===== src/rtl/n_serial_subtractor.sv =====
// n_serial_subtractor: bit-serial N-bit two's-complement subtractor (D = A - B - bi), LSB first; macro SERIAL_SUB_ADD_MODE_EN adds an op port selecting A + B + bi
module n_serial_subtractor #(
  parameter int N = 8
) (
  input  logic         clk,
  input  logic         rst,
  input  logic         start,
  input  logic [N-1:0] A,
  input  logic [N-1:0] B,
  input  logic         bi,
`ifdef SERIAL_SUB_ADD_MODE_EN
  input  logic         op,
`endif
  output logic         busy,
  output logic         done,
  output logic [N-1:0] D,
  output logic         bo,
  output logic         ovf
);
  localparam int CW = (N > 2) ? $clog2(N) : 1;
  typedef enum logic [1:0] {IDLE, RUN, FIN} state_t;
  state_t state_q, state_d;
  logic [N-1:0] a_q, a_d, b_q, b_d, s_q, s_d, d_q, d_d;
  logic [CW-1:0] cnt_q, cnt_d;
  logic br_q, br_d, bo_q, bo_d, ovf_q, ovf_d, add_q, add_d;
  logic bit_d, br_nx, last;
  // serial datapath and next-state: one difference bit per RUN edge, results published only on completion
  always_comb begin
    state_d = state_q;
    a_d = a_q;
    b_d = b_q;
    s_d = s_q;
    d_d = d_q;
    cnt_d = cnt_q;
    br_d = br_q;
    bo_d = bo_q;
    ovf_d = ovf_q;
    add_d = add_q;
    bit_d = a_q[0] ^ b_q[0] ^ br_q;
    br_nx = add_q ? ((a_q[0] & b_q[0]) | ((a_q[0] ^ b_q[0]) & br_q))
                  : ((~a_q[0] & b_q[0]) | (~(a_q[0] ^ b_q[0]) & br_q));
    last = cnt_q == CW'(N - 1);
    if (start && state_q != RUN) begin
      state_d = RUN;
      a_d = A;
      b_d = B;
      br_d = bi;
      s_d = '0;
      cnt_d = '0;
`ifdef SERIAL_SUB_ADD_MODE_EN
      add_d = op;
`else
      add_d = 1'b0;
`endif
    end else if (state_q == RUN) begin
      s_d = {bit_d, s_q[N-1:1]};
      a_d = a_q >> 1;
      b_d = b_q >> 1;
      br_d = br_nx;
      cnt_d = last ? '0 : cnt_q + 1'b1;
      if (last) begin
        state_d = FIN;
        d_d = {bit_d, s_q[N-1:1]};
        bo_d = br_nx;
        ovf_d = br_q ^ br_nx;
      end
    end else if (state_q == FIN) begin
      state_d = IDLE;
    end
  end
  // state and datapath registers, cleared asynchronously
  always_ff @(posedge clk or posedge rst) begin
    if (rst) begin
      state_q <= IDLE;
      a_q <= '0;
      b_q <= '0;
      s_q <= '0;
      d_q <= '0;
      cnt_q <= '0;
      br_q <= 1'b0;
      bo_q <= 1'b0;
      ovf_q <= 1'b0;
      add_q <= 1'b0;
    end else begin
      state_q <= state_d;
      a_q <= a_d;
      b_q <= b_d;
      s_q <= s_d;
      d_q <= d_d;
      cnt_q <= cnt_d;
      br_q <= br_d;
      bo_q <= bo_d;
      ovf_q <= ovf_d;
      add_q <= add_d;
    end
  end
  assign busy = state_q == RUN;
  assign done = state_q == FIN;
  assign D = d_q;
  assign bo = bo_q;
  assign ovf = ovf_q;
endmodule


===== config.mk =====
export PLATFORM = sky130hd
export DESIGN_NAME = n_serial_subtractor
export DESIGN_NICKNAME = d
export VERILOG_FILES = /design/src/rtl/n_serial_subtractor.sv
export SDC_FILE = /design/constraint.sdc
export NUM_CORES = 1
export LEC_CHECK = 0
export ABC_AREA = 1
export BUFFER_PORTS_ARGS = -buffer_cell sky130_fd_sc_hd__buf_2
export CAP_MARGIN = 20
export CORE_MARGIN = 10
export CORE_UTILIZATION = 30
export DETAILED_ROUTE_END_ITERATION = 8
export PLACE_DENSITY_LB_ADDON = 0.05
export RECOVER_POWER = 25
export SYNTH_ARGS = -nofsm -noshare
export SYNTH_HDL_FRONTEND = slang
export SYNTH_SLANG_ARGS = --single-unit

===== constraint.sdc =====
create_clock -name clk -period 1.47 [get_ports clk]
set_clock_uncertainty 0.2 [all_clocks]
set_input_delay 0.147 -clock clk [delete_from_list [all_inputs] [get_ports clk]]
set_output_delay 0.147 -clock clk [all_outputs]
set_load 0.02 [all_outputs]

After elaboration in Yosys (flattened, before gate mapping)
Index checks and enable logic that the tools add are counted.
- logic and storage cells: 44
- output and inout bits: 12
- bits in registers: 40
- bits of input ports: 20
- multiplexer cells: 15
- bitwise logic cells: 9
- reductions and logical operators: 5
- eq/ne operators: 5
- add/sub/neg operators: 1
- operators by type and width (cell ; number):
    8-bit two-way mux ; 6
    3-bit two-way mux ; 3
    2-bit two-way mux ; 4
    3-bit by 1-bit adder with 3-bit output, second input constant ; 1
    3-bit == test, second input constant ; 1
    3-bit by 1-bit != test with 1-bit output, second input constant ; 1
    1-bit inverter ; 3
    3-bit AND reduction ; 1
    3-bit nonzero test ; 1
    1-bit XOR ; 3
    1-bit bitwise AND ; 2
    2-bit by 1-bit == test with 1-bit output, second input constant ; 1
    2-bit == test, second input constant ; 1
    1-bit two-way mux ; 2
    2-bit by 1-bit != test with 1-bit output, second input constant ; 1
    2-bit AND reduction ; 1
    2-bit nonzero test ; 1
    1-bit logical AND ; 1
    1-bit OR ; 1

Longest topological paths before layout
Gate-level depths: netlist of the first run.
- depth after elaboration: 6
- gate-level depth with buffers: 8
- depth with buffers taken out: 8

Least setup slack after synthesis of the first run
Ideal clock, no wire load.
- kind: register to register
- from: reg state_q[0]
- to: reg a_q[0]
- data required time: 1.146 ns
- clock period less this slack: 1.557 ns
- library setup time: 0.124 ns
- data arrival time: 1.233 ns
- slack: -0.087 ns
- buffers on the path: 1
- cell stages (with the launch flop): 7
- cell sequence: dfrtp_1 > ha_1 > nor2_2 > inv_2 > buf_4 > nand3_1 > nand3_1
- elaborated cells on any way between the ends: 5
- classes of those cells: 2 x eq/ne; 1 x mux; 2 x reduce/logical
- RTL lines (what ; RTL line ; text):
    from (decl) ; 22 ; state_t state_q, state_d;
    from (signal assigned) ; 85 ; state_q <= state_d;
    2-bit by 1-bit == test with 1-bit output ; - ;
    net busy ; 14 ; output logic busy,
    2-bit nonzero test (no source line) ; - ;
    to (signal assigned) ; 75 ; a_q <= '0;
    to (signal assigned) ; 86 ; a_q <= a_d;
    to (decl) ; 23 ; logic [N-1:0] a_q, a_d, b_q, b_d, s_q, s_d, d_q, d_d;
The timed path passes the listed nets, and every way through them passes these cells.
A chain may end at the register's enable or synchronous reset.

Worst setup path after layout of the first run
- from: reg state_q[0]
- to: out done
- word-level cells in the longest chain between the ends: 1
- RTL lines (what ; RTL line ; text):
    2-bit == test ; 98 ; assign done = state_q == FIN;
    to (decl) ; 15 ; output logic done,
Every way passes these cells.

==> run_results.csv, run 1 <==
group,metric,value,unit
placement,gp_congestion,0.800,
clock_network,cts_tree,"yes",
drt,vias,1491,
timing,relSlewSlack,62.6,%
power_and_ir_drop,finalPower,4.46,mW
cells_and_area,drive_above_1_share,37.8,%
timing,fmax,0.683,GHz
critical_path,timing.rr.end,"b_q[4]$_DFFE_PP0P_",
drt,post_drt_via_cell_ratio,4.50,
global_route,grt_antenna_before_repair,0,
logic_synthesis,yosys_warnings,0,
power_and_ir_drop,peakVddDrop,654,uV
power_and_ir_drop,p_per_area,1710,nW/um^2
timing,finalHoldViolCount,0,
global_route,grt_use_total,9.80,%
cells_and_area,filler_cell_count,520,
floorplanning,pin_count,32,
worst_hold_path,min_to,"state_q[0]$_DFFE_PP0P_",
critical_path,r2r_slack,0.02,ns
global_route,grt_pass1_wl,7.14,mm
logic_synthesis,synth_top_area_share,57.3,%
logic_synthesis,ys_types,18,
cells_and_area,diodes,0,
logic_synthesis,synth_top_family_by_area,"simple AND/OR/NAND/NOR gates",
critical_path,critPathMaxFanout,3,
logic_synthesis,postSynthAreaPerCell,9.06,sq um
timing,slew_violations,0,
run_status,status,"finished clean",
clock_network,clockBufferDepth,2,
clock_network,clk_pin_slew,0.07,ns
timing,finalCritPeriodShare,99.7,%
cells_and_area,mostFrequentLayoutCells,"47 x nand2_1, 38 x dfrtp_1, 31 x nand3_1",
cells_and_area,final_common_cell,"nand2_1",
logic_synthesis,synthMuxAreaShare,0,%
timing,tightestPinTransition,0.561,ns
placement,place_inst,297,
critical_path,crit_arrival,1.12,ns
logic_synthesis,syn_nets,214,
logic_synthesis,synth_compound_area_share,5.95,%
clock_network,cts_buffers,5,
critical_path,worst-endpoint-required,1.12,ns
global_route,overflow,0,
clock_network,clkSinkCount,39,
logic_synthesis,synth-seq-cells,39,
critical_path,path_class,"reg2out",
cells_and_area,layout.cells.non_filler,331,
placement,port_buffers,31,
logic_synthesis,yosys.area_share.simple,24.5,%
global_route,grt_max_degree,40,
critical_path,rr_worst_depth,6,
worst_hold_path,hold_depth,5,
timing,setup_viol,0,
drt,first_pass_iters,4,
floorplanning,die_h,95.4,um
critical_path,critPathCaptureType,"primary output",
drt,wl,4.38,mm
run,cap_violations,0,
drt,wl_per_cell,13.2,um
floorplanning,core.rowCount,27,
global_route,grt_pass1_vias,1646,
clock_network,clock_latency,0.29,ns
clock_network,cts_max_level,2,
cells_and_area,num-nets-final,285,
timing,finalSetupTns,0,ns
logic_synthesis,synthAdderAreaFrac,4.85,%
worst_hold_path,hold_class,"in2reg",
placement,place.detailed.hpwl,2.75,mm
drt,route.detailed.drc,0,
logic_synthesis,yosys.area.top_type,"dfrtp_1",
timing,period_minus_slack,1.47,ns
floorplanning,die_x,95.4,um
drt,drt_iter0_markers,47,
floorplanning,design.die.area,9100,sq um
cells_and_area,synthToLayoutAreaGrowth,53.3,%
logic_synthesis,yosysSeqAreaShare,57.3,%
logic_synthesis,synth_cells,188,
timing,rsz0062_at_grt,"true",
drt,drtAntennaViolNets,0,
logic_synthesis,netlist_top_cells_area,"dfrtp_1 57%, nand2_1 14%, nand3_1 9.4%, ha_1 3.7%, inv_1 3.3%",
critical_path,reg2reg_from,"state_q[0]$_DFFE_PP0P_",
worst_hold_path,hp-start,"start",
logic_synthesis,synth_xor_xnor_area_share,0.514,%
logic_synthesis,syn_area,1700,sq um
clock_network,cts-root-buf,"clkbuf_8",
critical_path,start_kind,"flip-flop",
floorplanning,initial_core_util,30.9,%
power_and_ir_drop,p_leak,1.29,nW
floorplanning,core_area,5510,sq um
[worst max-delay path: stages, from the launching register on]
cell     delay, ns
dfrtp_2       0.44
buf_6         0.13
inv_4         0.04
ha_4          0.11
buf_6         0.10
[cell families after synthesis]
| logic type | count (synthesis) |
|---|---|
| and+or+nand+nor | 98 |
| DFF | 39 |
| buffers and inverters | 26 |
| AOI/OAI and AO/OA | 18 |
| adders and majority gates | 6 |
| xor gates and xnor gates | 1 |
[Yosys cell counts, drive strengths merged]
cell type   n
dfrtp      39
clkbuf      1
nand2      63
o21ai      10
nor2        3
o22ai       7
nand3      32
fa          1
xor2        1
ha          5
inv        18
o211ai      1
buf         7
[flip-flops by register name, summed over array words and instances (netlist names), 2 cells and up]
signal / flops
D: 8
a_q: 8
b_q: 8
cnt_q: 3
s_q: 7
state_q: 2
[power by group]
| part | switching (mW) | internal [mW] | total, mW | leakage [nW] |
|---|---|---|---|---|
| combinational | 1.07 | 1.00 | 2.07 | 0.737 |
| sequential | 0.221 | 1.43 | 1.65 | 0.506 |
| clock | 0.371 | 0.368 | 0.740 | 0.0470 |
[through the flow]
| stage | area [sq um] | hold slack (ns) | utilization, % | worst slack [ns] |
|---|---|---|---|---|
| after floorplan | 1710 | 0.0566 | - | 0.00419 |
| after global placement | 2030 | 0.0160 | 36.9 | -0.0489 |
| after detailed placement | 2030 | 0.0196 | 36.9 | -0.0925 |
| after CTS | 2370 | 0.0818 | 43.1 | -0.0296 |
| after global routing | 2610 | 0.143 | 47.4 | -0.0457 |
| final | 2610 | 0.106 | 47.4 | 0.00481 |
[repair_timing]
action | CTS | global route
hold buffers | 18 | 0
endpoints found under the setup margin | 38 | 34
cloned | 0 | 4
pin swaps | 3 | 11
resized for setup | 19 | 41
buffers inserted | 1 | 10
hold endpoints to repair | 56 | 0
[how the worst max path moves through the flow]
stage,startpoint,cells after the start,end
floorplan,cnt_q[0]$_DFFE_PP0P_,5,D[0]$_DFFE_PP0P_
global placement,state_q[1]$_DFFE_PP0P_,6,a_q[4]$_DFFE_PP0P_
detailed placement,state_q[0]$_DFFE_PP0P_,5,a_q[5]$_DFFE_PP0P_
CTS,state_q[0]$_DFFE_PP0P_,4,done
global route,state_q[0]$_DFFE_PP0P_,4,done
finish,state_q[0]$_DFFE_PP0P_,4,done
[metal layers]
layer  global-route usage, %  part of all wire (%)  vias to the layer above
met1                    11.0                    43                      704
li1                        -                     -                      747
met3                    4.24                   6.8                        5
met2                    16.3                    49                       35
met5                       0                     0                        -
met4                    3.56                  0.66                        0
[final cells by class]
class	count	area (sq um)	share of cell area [%]
clock buffers	6	82.6	3.16
clock inverters	1	5.00	0.192
inverters	18	85.1	3.26
multi-input cells	123	738	28.3
flip-flops and latches	39	977	37.4
well taps	72	90.1	3.45
repair buffers	71	626	23.9
repair inverters	1	8.76	0.335
Power figures use the tool's default switching activity.
==> inputs of run 2 (changes only) <==
--- a/config.mk
+++ b/config.mk
@@ -6,11 +6,11 @@
 export NUM_CORES = 1
 export LEC_CHECK = 0
 export ABC_AREA = 1
-export BUFFER_PORTS_ARGS = -buffer_cell sky130_fd_sc_hd__buf_2
 export CAP_MARGIN = 20
 export CORE_MARGIN = 10
 export CORE_UTILIZATION = 30
 export DETAILED_ROUTE_END_ITERATION = 8
+export DONT_BUFFER_PORTS = 1
 export PLACE_DENSITY_LB_ADDON = 0.05
 export RECOVER_POWER = 25
 export SYNTH_ARGS = -nofsm -noshare
==> run_results.csv, run 2 (synthesized netlist as in run 1, its figures left out) <==
group,metric,value,unit
run_status,status,"finished clean",
timing,finalSetupTns,0,ns
critical_path,worst-endpoint-required,1.44,ns
timing,finalCritPeriodShare,98.6,%
drt,first_pass_iters,4,
placement,place_inst,263,
cells_and_area,drive_above_1_share,24.7,%
cells_and_area,synthToLayoutAreaGrowth,41.2,%
drt,drt_iter0_markers,31,
clock_network,clockBufferDepth,2,
drt,vias,1350,
timing,relSlewSlack,64.2,%
placement,place.detailed.hpwl,2.61,mm
critical_path,cpMaxStageDelayCell,"dfrtp_1",
power_and_ir_drop,p_per_area,1840,nW/um^2
global_route,grt_max_degree,40,
cells_and_area,register_area,977,sq um
placement,gp_congestion,0.757,
global_route,grt_pass1_wl,6.84,mm
timing,rsz0062_at_grt,"true",
clock_network,clkSinkCount,39,
global_route,grt_pass1_vias,1443,
critical_path,max_stage_delay,0.39,ns
clock_network,clock_latency,0.29,ns
floorplanning,die_h,95.4,um
clock_network,clk_pin_slew,0.08,ns
timing,period_minus_slack,1.45,ns
cells_and_area,layout.cells.non_filler,295,
critical_path,start_kind,"flip-flop",
cells_and_area,diodes,0,
cells_and_area,num-nets-final,248,
drt,drtAntennaViolNets,0,
timing,fmax,0.690,GHz
drt,route.detailed.drc,0,
cells_and_area,mostFrequentLayoutCells,"61 x nand2_1, 38 x dfrtp_1, 19 x nand3_1, 19 x dlygate4sd3_1, 13 x nand3_2",
clock_network,cts_tree,"yes",
floorplanning,core.rowCount,27,
cells_and_area,final_common_cell,"nand2_1",
drt,wl_per_cell,13.2,um
cells_and_area,filler_cell_count,543,
global_route,grt_antenna_before_repair,0,
critical_path,crit_arrival,1.42,ns
timing,setup_viol,0,
global_route,grt_use_total,9.32,%
critical_path,crit_chain,"inv_2, ha_4, buf_4, nand2_4, clkbuf_16, nand2_1, o21ai_0",
run,cap_violations,0,
critical_path,critPathMaxFanout,10,
floorplanning,initial_core_util,30.9,%
placement,port_buffers,0,
floorplanning,die_x,95.4,um
floorplanning,core_area,5510,sq um
timing,finalHoldViolCount,0,
power_and_ir_drop,peakVddDrop,698,uV
critical_path,critPathCaptureType,"flip-flop",
timing,slew_violations,0,
timing,tightestPinTransition,0.537,ns
power_and_ir_drop,p_leak,1.13,nW
floorplanning,design.die.area,9100,sq um
worst_hold_path,hold_class,"in2async",
clock_network,cts-root-buf,"clkbuf_8",
cells_and_area,multi_input_area,731,sq um
critical_path,path_class,"reg2reg",
clock_network,cts_buffers,5,
drt,wl,3.89,mm
drt,post_drt_via_cell_ratio,4.58,
global_route,overflow,0,
floorplanning,pin_count,32,
clock_network,cts_max_level,2,
[run 2: cell types whose count changed in the layout (fill, tap and decap cells not counted), moves of 3 or more]
cell,delta
o21ai_0,-6
nand3_1,-12
buf_6,-3
nand3_2,+12
buf_2,-29
nand2_2,-14
o21ai_1,+5
nand2_1,+14
buf_4,-3
[run 2: cell type report]
type                            count  area share, %
Tap cell                           72           3.74
Timing Repair Buffer               35           16.6
Inverter                           18           3.02
Multi-Input combinational cell    123           30.4
Clock inverter                      3           2.81
Sequential cell                    39           40.6
Clock buffer                        5           2.86
[run 2: final timing paths]
kind | end | start | cells past startpoint | slack (ns)
worst max-delay path | bo$_DFFE_PP0P_ | state_q[1]$_DFFE_PP0P_ | 7 | 0.02
worst min-delay path | D[2]$_DFFE_PP0P_ | rst | 3 | 0.26
worst max register to register | bo$_DFFE_PP0P_ | state_q[1]$_DFFE_PP0P_ | 7 | 0.02
worst min register to register | cnt_q[1]$_DFFE_PP0P_ | cnt_q[1]$_DFFE_PP0P_ | 2 | 0.30
max in group asynchronous | state_q[0]$_DFFE_PP0P_ | rst | 3 | 0.42
min in group clk | cnt_q[1]$_DFFE_PP0P_ | cnt_q[1]$_DFFE_PP0P_ | 2 | 0.30
[run 2: per-stage QoR]
step | total power, mW | utilization (%) | hold slack [ns] | setup slack, ns | area (sq um)
final | 4.43 | 43.7 | 0.264 | 0.0213 | 2410
after global routing | 4.81 | 43.7 | 0.304 | -0.0446 | 2410
after CTS | 4.21 | 40.5 | -0.0868 | 0.00171 | 2230
after detailed placement | 3.02 | 34.1 | -0.00531 | -0.0330 | 1880
after global placement | 2.98 | 34.1 | -0.00349 | -0.0182 | 1880
after floorplan | 2.57 | - | 0.0566 | 0.00419 | 1710
[run 2: report_power, final]
group	total, mW	internal [mW]	switching [mW]	leakage (nW)
Clock	1.06	0.677	0.384	0.0644
Sequential	1.70	1.43	0.276	0.506
Combinational	1.67	0.781	0.884	0.562
Total	4.43	2.88	1.54	1.13
[run 2: per-layer routing]
metal	share of wire [%]	global-route usage, %
met1	45	11.5
met2	47	14.6
met3	6.6	3.46
met4	1.1	3.32
met5	0	0
[run 2: what timing repair did]
action                                 in CTS  in global routing
gates cloned                                0                  2
resized for setup                           7                 32
hold buffers                               18                  1
endpoints found under the hold margin      64                  5
pin swaps                                   0                  5
setup buffers                               1                  2
setup endpoints to repair                  31                 35
[run 2: critical path, delay by kind of cell, from the launching register on]
kind	cells	cell delay, ns
and+or+nand+nor	2	0.12
buffers and inverters	3	0.37
AOI/OAI and AO/OA	1	0.08
adders and majority gates	1	0.17
DFF	1	0.39
